`src/rtl/pkg_dtypes.sv`:
```
// rtl/pkg_dtypes.sv - shared exec-unit datatypes: queue opcodes, ALU issue states, perf width
package pkg_dtypes;

   typedef enum logic [3:0] {
      OP_NOP = 4'd0,
      OP_ADD = 4'd1,
      OP_SUB = 4'd2,
      OP_AND = 4'd3,
      OP_OR  = 4'd4,
      OP_XOR = 4'd5,
      OP_SHL = 4'd6,
      OP_SHR = 4'd7
   } type_iqueue_opcode;

   typedef enum logic {
      IDLE = 1'b0,
      BUSY = 1'b1
   } type_alu_issue_state;

   localparam int ALU_ISSUE_PERF_CNT_W = 32;

endpackage

```
`src/rtl/alu_issue_sched_rr_arbiter.sv`:
```
// rtl/alu_issue_sched_rr_arbiter.sv - combinational round-robin arbiter, search starts after last grant
module rr_arbiter #(
   parameter int N  = 4,
   parameter int IW = (N > 1) ? $clog2(N) : 1
) (
   input  logic [N-1:0]  req_i,
   input  logic [IW-1:0] last_i,
   output logic [N-1:0]  grant_o,
   output logic [IW-1:0] idx_o,
   output logic          any_o
);

   logic [IW-1:0] w_cand;

   always_comb begin
      grant_o = '0;
      idx_o   = '0;
      any_o   = 1'b0;
      w_cand  = last_i;
      for (int i = 0; i < N; i++) begin
         w_cand = (w_cand == IW'(N - 1)) ? '0 : w_cand + 1'b1;
         if (!any_o && req_i[w_cand]) begin
            any_o           = 1'b1;
            grant_o[w_cand] = 1'b1;
            idx_o           = w_cand;
         end
      end
   end

endmodule

```
`src/rtl/alu_issue_sched.sv`:
```
// rtl/alu_issue_sched.sv - round-robin single-slot issue scheduler with watchdog in front of one ALU
// Optional perf counters: ALU_ISSUE_PERF_CNT_EN
module alu_issue_sched
   import pkg_dtypes::*;
#(
   parameter int NUM_REQ        = 4,
   parameter int TIMEOUT_CYCLES = 64
) (
   input  logic                            clk,
   input  logic                            reset_n,
   input  logic [NUM_REQ-1:0]              req_valid_i,
   input  type_iqueue_opcode               req_instr_i [NUM_REQ],
   output logic [NUM_REQ-1:0]              req_grant_o,
   input  logic                            flush_i,
   output type_iqueue_opcode               curr_instr_o,
   output logic                            curr_instr_valid_o,
   input  logic                            alu_ready_i,
   output logic                            stall_o,
   output logic [ALU_ISSUE_PERF_CNT_W-1:0] perf_issued_o,
   output logic [ALU_ISSUE_PERF_CNT_W-1:0] perf_stall_cyc_o
);

   localparam int IW  = (NUM_REQ > 1) ? $clog2(NUM_REQ) : 1;
   localparam int WDW = $clog2(TIMEOUT_CYCLES + 1);
   localparam logic [WDW-1:0] WD_MAX = WDW'(TIMEOUT_CYCLES);

   type_alu_issue_state r_state;
   logic [IW-1:0]       r_rr_ptr;
   type_iqueue_opcode   r_instr;
   logic                r_valid;
   logic [WDW-1:0]      r_wdog;

   logic [NUM_REQ-1:0]  w_grant;
   logic [IW-1:0]       w_win_idx;
   logic                w_any;
   logic                w_slot_free;
   logic                w_accept;

   rr_arbiter #(.N(NUM_REQ), .IW(IW)) u_arb (
      .req_i   (req_valid_i),
      .last_i  (r_rr_ptr),
      .grant_o (w_grant),
      .idx_o   (w_win_idx),
      .any_o   (w_any)
   );

   // reset_n gates the grant so nothing is handed out while the block is held in reset
   assign w_slot_free = (r_state == IDLE) || alu_ready_i;
   assign w_accept    = reset_n && !flush_i && w_any && w_slot_free;
   assign req_grant_o = w_accept ? w_grant : '0;

   always_ff @(posedge clk or negedge reset_n) begin
      if (!reset_n) begin
         r_state  <= IDLE;
         r_rr_ptr <= IW'(NUM_REQ - 1);
         r_instr  <= OP_NOP;
         r_valid  <= 1'b0;
         r_wdog   <= '0;
      end else if (flush_i) begin
         r_state <= IDLE;
         r_valid <= 1'b0;
         r_wdog  <= '0;
      end else if (w_accept) begin
         r_state  <= BUSY;
         r_instr  <= req_instr_i[w_win_idx];
         r_valid  <= 1'b1;
         r_rr_ptr <= w_win_idx;
         r_wdog   <= '0;
      end else if (r_state == BUSY) begin
         if (alu_ready_i) begin
            r_state <= IDLE;
            r_valid <= 1'b0;
            r_wdog  <= '0;
         end else if (r_wdog != WD_MAX) begin
            r_wdog <= r_wdog + 1'b1;
         end
      end
   end

   assign curr_instr_o       = r_instr;
   assign curr_instr_valid_o = r_valid;
   assign stall_o            = (r_state == BUSY) && (r_wdog == WD_MAX);

`ifdef ALU_ISSUE_PERF_CNT_EN
   logic [ALU_ISSUE_PERF_CNT_W-1:0] r_perf_issued;
   logic [ALU_ISSUE_PERF_CNT_W-1:0] r_perf_stall;

   // counters survive flush; only reset clears them
   always_ff @(posedge clk or negedge reset_n) begin
      if (!reset_n) begin
         r_perf_issued <= '0;
         r_perf_stall  <= '0;
      end else begin
         if (w_accept)
            r_perf_issued <= r_perf_issued + 1'b1;
         if ((r_state == BUSY) && !alu_ready_i)
            r_perf_stall <= r_perf_stall + 1'b1;
      end
   end

   assign perf_issued_o    = r_perf_issued;
   assign perf_stall_cyc_o = r_perf_stall;
`else
   assign perf_issued_o    = '0;
   assign perf_stall_cyc_o = '0;
`endif

endmodule

```
`config.mk`:
```
export PLATFORM = sky130hd
export DESIGN_NAME = alu_issue_sched
export DESIGN_NICKNAME = d
export VERILOG_FILES = /design/src/rtl/pkg_dtypes.sv /design/src/rtl/alu_issue_sched_rr_arbiter.sv /design/src/rtl/alu_issue_sched.sv
export SDC_FILE = /design/constraint.sdc
export NUM_CORES = 1
export LEC_CHECK = 0
export CAP_MARGIN = 20
export CORE_AREA = 2 2 51 101
export CTS_CLUSTER_SIZE = 10
export DETAILED_ROUTE_END_ITERATION = 16
export DIE_AREA = 0 0 53 103
export PLACE_DENSITY = 0.85
export SLEW_MARGIN = 20
export SYNTH_ARGS = -nofsm -noshare
export SYNTH_HDL_FRONTEND = slang
export SYNTH_HIERARCHICAL = 1
export SYNTH_SLANG_ARGS = --single-unit
```
`constraint.sdc`:
```
create_clock -name clk -period 8.1 [get_ports clk]
set_clock_uncertainty 0.2 [all_clocks]
set_input_delay 2.43 -clock clk [delete_from_list [all_inputs] [get_ports clk]]
set_output_delay 2.43 -clock clk [all_outputs]
set_load 0.05 [all_outputs]
```
Word level (Yosys, flattened, before mapping)
Index checks and enable logic that the tools add are counted.
- flip-flop bits (word level): 15
- bits of input ports: 24
- output and inout bits: 74
- word-level logic and storage cells: 102
- add/sub/neg operators: 5
- order comparisons: 9
- eq/ne operators: 6
- muxes and demuxes: 49
- bitwise logic cells: 6
- reduce and logical (&&, ||, !) cells: 22
- operator list (kind ; count):
    $mux 7 ; 5
    $mux 4 ; 7
    $mux 1 ; 20
    $mux 2 ; 8
    $lt 2x3->1 const B ; 4
    $or 4x4->4 ; 3
    $logic_and 1x1->1 ; 11
    $add 2x1->2 const B ; 4
    $bmux 1 s2 ; 4
    $bmux 4 s2 ; 1
    $demux 1 s2 ; 4
    $eq 2x2->1 const B ; 4
    $ge 2x1->1 const B ; 4
    $add 7x1->7 const B ; 1
    $eq 7x7->1 const B ; 1
    $ne 7x7->1 const B ; 1
    $reduce_and 2->1 ; 3
    $reduce_bool 3->1 ; 2
    $logic_not 1->1 ; 4
    $reduce_bool 4->1 ; 1
    $ge 3x3->1 const B ; 1
    $not 2->3 ; 1
    $not 1->1 ; 2
    $logic_or 1x1->1 ; 1

Logic depth before layout (Yosys ltp)
Gate-level depths: netlist (run 1).
- word-level depth: 18
- mapped depth: 12

By module
The synthesis (run 1) kept the hierarchy.
- by module, submodules not included (module ; instances ; cells each ; area an instance (µm²) ; sequential area each (µm²)):
    alu_issue_sched ; 1 ; 142 ; 1361.3 ; 377.9
    rr_arbiter ; 1 ; 94 ; 690.7 ; 0.0

Worst setup path after synthesis (run 1)
OpenSTA, ideal clock, no wires.
- path kind: input to output
- start point: input req_valid_i[2]
- end point: output req_grant_o[2]
- arrival time: 4.031 ns
- path slack: 1.439 ns
- stages: 7
- path buffers: 1
- cell sequence: buf_2 -> nor3b_1 -> a211oi_2 -> a221oi_2 -> a22o_1 -> a221o_1 -> and2_1
- elaborated cells on any way between the ends: 28
- RTL lines (what ; line ; RTL):
    start: declaration ; alu_issue_sched.sv:11 ; input logic [NUM_REQ-1:0] req_valid_i,
    $bmux 1 s2 ; alu_issue_sched_rr_arbiter.sv:22 ; if (!any_o && req_i[w_cand]) begin
    $mux 1 (implied by the code) ; alu_issue_sched_rr_arbiter.sv:22 ;
    $mux 1 ; alu_issue_sched_rr_arbiter.sv:22 ;
    $logic_not 1->1 ; alu_issue_sched_rr_arbiter.sv:22 ;
    $logic_and 1x1->1 ; alu_issue_sched_rr_arbiter.sv:22 ;
    $mux 1 ; alu_issue_sched_rr_arbiter.sv:22 ;
    $logic_not 1->1 ; alu_issue_sched_rr_arbiter.sv:22 ;
    $logic_and 1x1->1 ; alu_issue_sched_rr_arbiter.sv:22 ;
    $mux 1 ; alu_issue_sched_rr_arbiter.sv:22 ;
    $logic_not 1->1 ; alu_issue_sched_rr_arbiter.sv:22 ;
    $logic_and 1x1->1 ; alu_issue_sched_rr_arbiter.sv:22 ;
    $mux 4 (*) ; alu_issue_sched_rr_arbiter.sv:22 ;
    via w_grant[2] ; alu_issue_sched.sv:33 ; logic [NUM_REQ-1:0] w_grant;
    $mux 4 (*) ; alu_issue_sched.sv:50 ; assign req_grant_o = w_accept ? w_grant : '0;
    end: declaration ; alu_issue_sched.sv:13 ; output logic [NUM_REQ-1:0] req_grant_o,
The timed path passes the listed nets; every way through them passes the cells marked *. The select of a mux whose other input is x is not followed.

Final worst setup path (run 1)
- start point: input req_valid_i[2]
- end point: output req_grant_o[0]
Same word-level chain as after synthesis.

==> flow_summary.yaml, run 1 <==
global_route:
  grt_overflow: 0
  grt_max_degree: 27
  grt_pass1_vias: 1429
  grt_pass1_wl_mm: 6.472
  grt_antenna_before_repair: 0
  grt_util_all_layers_pct: 15.02
power:
  ir_worst_vdd_uv: 184.4
  power.density_nw_per_um2: 295.2
  leakagePower_nw: 0.9727
cts:
  clockBufferDepth: 2
  cts_setup_buffers: 0
  clk_latency_ps: 240
  holdBufCountCts: 0
  cts-buffers-inserted: 3
  cts_sinks: 15
  htree_levels: 1
  cts-root-buf: "clkbuf_8"
  cts.clk_slew.worst_paths_ps: 60
  cts_tree: "done"
  cts_resized: 0
floorplan:
  fp.dieH_um: 103
  rows: 36
  coreArea_um2: 4730
  start_util_pct: 43.39
  die_x_um: 53
  die_area_um2: 5459
  io_pins: 98
setup_path:
  worstPathRequired_ps: 5470
  r2r-start: "r_rr_ptr[0]"
  rr_worst_depth: 9
  crit_fanout: 19
  path_class: "input port to primary output"
  worstSetupStartpointType: "input port"
  cp.arrival_ps: 4830
  rrSetupSlack_ps: 3890
  endpoint_kind: "primary output"
  regToRegEndpoint: "curr_instr_o[1]"
placement:
  place.gp.congestion: 0.8835
  place_ws_ps: 646.3
  place_area_um2: 2191
  portBuffers: 33
  hpwl_mm: 3.269
timing:
  slew_headroom_pct: 59.18
  rsz0062_at_grt: "no"
  timing.final.ws_setup_ps: 639.6
  tightest_slew_ps: 611.2
  period_share_pct: 92.10
  fin_crit_ps: 7460
  clock.fmax_mhz: 134.0
  hold_viol: 0
  setup_tns_ps: 0
  finalMaxSlewViolations: 0
  whs_ps: 304.1
  setup_viol_count_final: 0
routing:
  top_layer: "met4"
  drt_first_pass_iters: 4
  wl_per_cell_um: 13.13
  drc: 0
  vias_per_cell: 5.191
  dr_wl_met2_mm: 2.218
  wl_met1_mm: 1.698
  met3WireLength_um: 277
  vias: 1661
  wl_mm: 4.202
  drt_iter0_drc: 50
  ant_nets: 0
synth:
  ys_warn_count: 6
  synth-async-reset-ratio_pct: 100.0
  ys.flop_type: "dfrtp_1"
  synth_area_um2: 2052
  syn_area_per_cell_um2: 8.695
  ys_seq_elements: 15
  synth_edf_count: 0
  syn_inst: 236
  seq_area_frac_synth_pct: 18.41
  synth_top_cell_area_share_pct: 23.41
  yosysTopAreaCell: "buf_4"
  synth_area_leaders: "buf_4, dfrtp_1, mux4_2, ha_1, mux2_2"
  ys_types: 52
finish:
  fin_nets: 298
  areaGrowthSynthToFinish_pct: 8.963
  drive_above_1_share_pct: 11.03
  diodes: 0
  fin_area_um2: 2236
  final_util_pct: 47.28
  fillers: 456
flow_run:
  maxCapViolCount: 0
hold_path:
  hold_path_class: "flop to flop"
  hp-start: "curr_instr_o[2]"
  min_path_cells: 1
  whs_endpoint: "curr_instr_o[2]"
outcome:
  status: "finished, final reports clean"
## Yosys cell counts, drive strengths merged, types with 6 or more instances
master,instances
ha,10
inv,7
nand3,7
a21oi,11
mux2,6
nor2,7
nand2,14
mux4,6
and2,6
dfrtp,13
buf,73
## sequential cells by signal (all words and copies together) (netlist names)
register and count:
r_wdog 7, curr_instr_valid_o 1, r_rr_ptr 2, curr_instr_o 4, r_state 1
## routing by layer
| metal | track usage [%] | up-vias |
|---|---|---|
| li1 | - | 781 |
| met1 | 18.68 | 804 |
| met2 | 27.31 | 72 |
| met3 | 2.174 | 4 |
| met4 | 2.170 | 0 |
| met5 | 0 | - |
## worst max-delay path, cell delays in order
cell and delay (ps):
clkdlybuf4s50_1 700, nor3b_1 440, a211oi_2 150, a221oi_2 480
a22o_1 230, a221o_1 100, and2_1 160, buf_12 150
## through the flow
stage | instances | total power (W)
after CTS | 320 | 0.0006614
final | 320 | 0.0006599
after global placement | 316 | 0.0005877
after global routing | 320 | 0.0007038
after detailed placement | 316 | 0.0006003
after floorplan | 299 | 0.0005317
## power breakdown
part	internal, W	switching, W	leakage [nW]	total (W)
clock network	0.0000348	0.0000257	0.0228	0.0000605
logic	0.000195	0.000284	0.759	0.000478
registers	0.0000955	0.0000254	0.191	0.000121
## final cells by class
class | instances | area [µm²] | area share, %
timing repair buffer | 36 | 392.9 | 17.57
inverter | 7 | 26.28 | 1.175
clock buffer | 4 | 45.04 | 2.015
multi-input combinational | 201 | 1323 | 59.15
tap | 57 | 71.32 | 3.190
sequential | 15 | 377.9 | 16.90
## worst max path at each step
stage | start | end | slack, ps
floorplan | req_valid_i[2] | req_grant_o[2] | 1440
global placement | req_valid_i[2] | req_grant_o[2] | 840
detailed placement | req_valid_i[2] | req_grant_o[3] | 650
CTS | req_valid_i[2] | req_grant_o[3] | 650
global route | req_valid_i[2] | req_grant_o[2] | 410
finish | req_valid_i[2] | req_grant_o[0] | 640
## logic make-up after synthesis
family	after synthesis	share of synthesized area [%]
buffers and inverters	83	28.66
and+or+nand+nor	66	18.90
AOI/OAI and AO/OA	48	17.38
DFF	15	18.41
muxes	13	10.37
adders and majority gates	10	6.098
other	1	0.1828
## cell usage in the layout (no fill, tap or decap), drive strengths merged, types with 5 or more instances in the layout
cell           Yosys  routed
and2               6       6
nand2             14      14
dfrtp             13      13
mux2               6       6
mux4               6       6
nor2               7       7
a21oi             11      11
conb               1      64
clkdlybuf4s50      0      29
buf               73       7
ha                10      10
nand3              7       7
nor3b              5       5
o21ai              5       5
inv                7       7
No activity file was read; power rests on OpenSTA's default activity.
==> run 2: changes to the inputs <==
--- a/config.mk
+++ b/config.mk
@@ -6,10 +6,10 @@
 export NUM_CORES = 1
 export LEC_CHECK = 0
 export CAP_MARGIN = 20
-export CORE_AREA = 2 2 51 101
+export CORE_AREA = 5 5 54 104
 export CTS_CLUSTER_SIZE = 10
 export DETAILED_ROUTE_END_ITERATION = 16
-export DIE_AREA = 0 0 53 103
+export DIE_AREA = 0 0 59 109
 export PLACE_DENSITY = 0.85
 export SLEW_MARGIN = 20
 export SYNTH_ARGS = -nofsm -noshare
==> run 2 against run 1 <==
  * Sequential power about the same
  * Non-clock buffer count is the same
  * Hold slack better by 7.5 ps
  * Register-to-register slack lost 60 ps
  * First-iteration DRC count shrank 6.0%
  * Final cell count unchanged
  * Via count shrank 1.9%
  * Flip-flop and latch count stayed put
==> flow_summary.yaml, run 2 (synthesis results as in run 1) <==
hold_path:
  hp-start: "curr_instr_o[1]"
  hold_path_class: "flop to flop"
cts:
  clk_latency_ps: 240
  cts_setup_buffers: 0
  cts-buffers-inserted: 3
  cts-root-buf: "clkbuf_8"
  cts_sinks: 15
  cts_tree: "done"
  htree_levels: 1
  clockBufferDepth: 2
  cts_resized: 0
  cts.clk_slew.worst_paths_ps: 60
  holdBufCountCts: 0
finish:
  drive_above_1_share_pct: 11.03
  areaGrowthSynthToFinish_pct: 8.963
  fin_nets: 298
  final_util_pct: 46.83
  largest_reg_flops: 7
  diodes: 0
  final_common_cell: "conb_1"
  final_cell_mix: "conb_1, clkdlybuf4s50_1, nand2_1, dfrtp_1, a21oi_1"
  regMostFlops: "r_wdog"
  fillers: 485
floorplan:
  die_x_um: 59
  start_util_pct: 42.98
  fp.dieH_um: 109
  coreArea_um2: 4775
  io_pins: 98
  die_area_um2: 6431
  rows: 36
routing:
  wl_per_cell_um: 13.65
  ant_nets: 0
  vias_per_cell: 5.094
  drc: 0
  drt_iter0_drc: 47
  vias: 1630
  drt_first_pass_iters: 4
  wl_mm: 4.368
setup_path:
  worstPathRequired_ps: 5470
  path_class: "input port to primary output"
  endpoint_kind: "primary output"
  worstSetupStartpointType: "input port"
  crit_fanout: 19
  crit_start: "req_valid_i[2]"
  r2r-start: "r_rr_ptr[0]"
  cp.arrival_ps: 4770
global_route:
  grt_max_degree: 27
  grt_util_all_layers_pct: 12.79
  grt_overflow: 0
  grt_antenna_before_repair: 0
  grt_pass1_wl_mm: 6.782
  grt_pass1_vias: 1533
placement:
  portBuffers: 33
  hpwl_mm: 3.468
  place.gp.congestion: 0.9030
power:
  ir_worst_vdd_uv: 191.9
  leakagePower_nw: 0.9727
  power.density_nw_per_um2: 297.8
timing:
  setup_viol_count_final: 0
  fin_crit_ps: 7397
  clock.fmax_mhz: 135.2
  slew_headroom_pct: 55.77
  hold_viol: 0
  finalMaxSlewViolations: 0
  rsz0062_at_grt: "no"
  tightest_slew_ps: 662.0
  period_share_pct: 91.32
  setup_tns_ps: 0
flow_run:
  maxCapViolCount: 0
outcome:
  status: "finished, final reports clean"
==> run 2: cell counts in the layout (fill, tap and decap cells not counted) <==
No cell type changed its count.
==> run 2: worst paths after layout <==
path	slack, ps	cells past startpoint	to
min in group asynchronous	2320	2	curr_instr_o[1]
max in group asynchronous	5130	2	r_rr_ptr[0]
max	700	8	req_grant_o[3]
min reg2reg	310	1	curr_instr_o[1]
max reg2reg	3830	9	curr_instr_o[0]
min	310	1	curr_instr_o[1]
==> run 2: cell type report <==
cell class                 instances  area, µm²  area share, %
clock buffer                       4      45.04          2.015
tap                               57      71.32          3.190
multi-input combinational        201       1323          59.15
timing repair buffer              36      392.9          17.57
inverter                           7      26.28          1.175
sequential                        15      377.9          16.90
==> run 2: routing by layer <==
metal	up-vias	track usage, %	share of wire [%]	wire length, µm
li1	775	-	-	-
met1	788	16.23	39	1690
met2	63	22.15	53	2314
met3	4	2.251	7.7	337
met4	0	2.755	0.57	25
met5	-	0	0	0
==> run 2: through the flow <==
step	total power [W]	cell area, µm²	hold slack, ps	setup slack, ps	instances
after floorplan	0.0005317	2288	287.3	1439	299
after CTS	0.0006652	2236	311.8	711.5	320
after detailed placement	0.0006056	2191	298.1	713.9	316
final	0.0006658	2236	311.7	703.1	320
after global placement	0.0005872	2191	292.4	837.7	316
after global routing	0.0007110	2236	336.5	493.1	320
==> run 2: critical path, stage by stage <==
cell,delay [ps]
clkdlybuf4s50_1,690
nor3b_1,410
a211oi_2,140
a221oi_2,460
a22o_1,210
a221o_1,100
and2_1,170
buf_12,150
==> run 2: power by group <==
part,internal (W),switching (W)
logic,0.000195,0.000291
registers,0.0000956,0.0000260
clock network,0.0000348,0.0000243
total,0.000325,0.000341
==> run 3: changes to the inputs <==
--- a/config.mk
+++ b/config.mk
@@ -6,11 +6,11 @@
 export NUM_CORES = 1
 export LEC_CHECK = 0
 export CAP_MARGIN = 20
-export CORE_AREA = 5 5 54 104
+export CORE_AREA = 5 5 55 105
 export CTS_CLUSTER_SIZE = 10
 export DETAILED_ROUTE_END_ITERATION = 16
-export DIE_AREA = 0 0 59 109
-export PLACE_DENSITY = 0.85
+export DIE_AREA = 0 0 60 110
+export PLACE_DENSITY = 0.83
 export SLEW_MARGIN = 20
 export SYNTH_ARGS = -nofsm -noshare
 export SYNTH_HDL_FRONTEND = slang
==> run 3 against run 2 <==
  * Total power down 0.36%
  * Flip-flop and latch count did not move
  * Die area grew 2.6%
  * Global-route usage increased by 0.14 points
  * Hold slack better by 8.0 ps
  * Non-clock buffer count grew 1
  * Highest routed layer unchanged
  * Sequential share of layout area shrank 0.066 points
==> flow_summary.yaml, run 3 (synthesis results as in run 1) <==
finish:
  final_cell_mix: "conb_1, clkdlybuf4s50_1, nand2_1, dfrtp_1, a21oi_1"
  diodes: 0
  fin_nets: 299
  fillers: 472
  areaGrowthSynthToFinish_pct: 9.390
  drive_above_1_share_pct: 11.74
  regMostFlops: "r_wdog"
  final_util_pct: 46.14
  fin_cells: 321
  largest_reg_flops: 7
  final_common_cell: "conb_1"
hold_path:
  hold_path_class: "flop to flop"
cts:
  cts_resized: 0
  cts-buffers-inserted: 3
  clockBufferDepth: 2
  clk_latency_ps: 250
  cts-root-buf: "clkbuf_8"
  holdBufCountCts: 0
  cts_sinks: 15
  cts_setup_buffers: 0
  cts_tree: "done"
  htree_levels: 1
  cts.clk_slew.worst_paths_ps: 60
flow_run:
  maxCapViolCount: 0
placement:
  post-place-cells: 317
  place_ws_ps: 791.1
  place.gp.congestion: 0.8654
  portBuffers: 33
  hpwl_mm: 3.549
routing:
  vias_per_cell: 5.106
  wl_mm: 4.311
  vias: 1639
  drt_iter0_drc: 63
  ant_nets: 0
  wl_per_cell_um: 13.43
  drc: 0
  drt_first_pass_iters: 4
floorplan:
  die_area_um2: 6600
  die_x_um: 60
  fp.dieH_um: 110
  rows: 36
  coreArea_um2: 4865
  io_pins: 98
  start_util_pct: 42.18
timing:
  whs_ps: 319.6
  hold_viol: 0
  setup_viol_count_final: 0
  tightest_slew_ps: 602.8
  timing.final.ws_setup_ps: 777.2
  slew_headroom_pct: 59.25
  fin_crit_ps: 7323
  clock.fmax_mhz: 136.6
  rsz0062_at_grt: "no"
  period_share_pct: 90.40
  finalMaxSlewViolations: 0
  setup_tns_ps: 0
setup_path:
  path_class: "input port to primary output"
  slowest_stage: "clkdlybuf4s50_1"
  worstPathRequired_ps: 5470
  worstSetupStartpointType: "input port"
  crit_fanout: 15
  endpoint_kind: "primary output"
  path_delay_family: "buffers and inverters"
  slowest_delay_ps: 770
  cp.arrival_ps: 4690
  path_cells: "clkdlybuf4s50_1 -> nor4b_1 -> nor3_1 -> a221oi_2 -> a22o_1 -> a221o_1 -> and2_1 -> buf_12"
  cp.buffers_inverters: 2
global_route:
  grt_pass1_wl_mm: 6.679
  grt_overflow: 0
  grt_util_all_layers_pct: 12.93
  grt_pass1_vias: 1485
  grt_antenna_before_repair: 0
  grt_max_degree: 27
power:
  leakagePower_nw: 0.9802
  ir_worst_vdd_uv: 166.1
  power.density_nw_per_um2: 295.5
outcome:
  status: "finished, final reports clean"
==> run 3: cell count changes in the layout (fill, tap and decap cells not counted), sizes merged <==
cell,change
clkinv,+1
clkbuf,-1
buf,+1
==> run 3: layout make-up <==
class,instances,area [µm²],share of cell area [%]
Multi-Input combinational cell,201,1323,58.92
Timing Repair Buffer,37,400.4,17.84
Inverter,7,26.28,1.171
Clock inverter,1,5.005,0.2230
Clock buffer,3,41.29,1.839
Tap cell,57,71.32,3.177
Sequential cell,15,377.9,16.83
==> run 3: final timing paths <==
path	from	endpoint	slack, ps	depth (start not counted)
max in group asynchronous	reset_n	r_rr_ptr[1]	5140	2
min in group asynchronous	reset_n	curr_instr_o[0]	2300	2
hold reg to reg	curr_instr_o[3]	curr_instr_o[3]	320	1
setup / recovery	req_valid_i[0]	req_grant_o[3]	780	8
hold / removal	curr_instr_o[3]	curr_instr_o[3]	320	1
setup reg to reg	r_rr_ptr[0]	curr_instr_o[1]	3920	9
==> run 3: per-stage QoR <==
| stage | instance area, µm² | power [W] |
|---|---|---|
| after floorplan | 2288 | 0.0005317 |
| after global placement | 2198 | 0.0005953 |
| after detailed placement | 2198 | 0.0006039 |
| after CTS | 2245 | 0.0006675 |
| after global routing | 2245 | 0.0007103 |
| final | 2245 | 0.0006634 |
==> run 3: per-layer routing <==
| layer | track usage, % | routed length [µm] | share of wire, % |
|---|---|---|---|
| met5 | 0 | 0 | 0 |
| met4 | 6.181 | 106 | 2.5 |
| met3 | 1.166 | 298 | 6.9 |
| met2 | 25.85 | 2476 | 57 |
| met1 | 12.29 | 1429 | 33 |
==> run 3: power by group <==
| group | internal [W] | switching [W] | total (W) |
|---|---|---|---|
| clock network | 0.0000341 | 0.0000281 | 0.0000622 |
| registers | 0.0000956 | 0.0000276 | 0.000123 |
| logic | 0.000194 | 0.000283 | 0.000478 |
==> run 3: worst register-to-register path, stage by stage (launching register included) <==
cell and delay [ps]:
dfstp_2 820, inv_1 260, ha_1 710, nor4b_1 310
nor3_1 140, a221oi_2 440, a311oi_1 80, o22ai_1 450
mux4_2 390, mux2_2 270
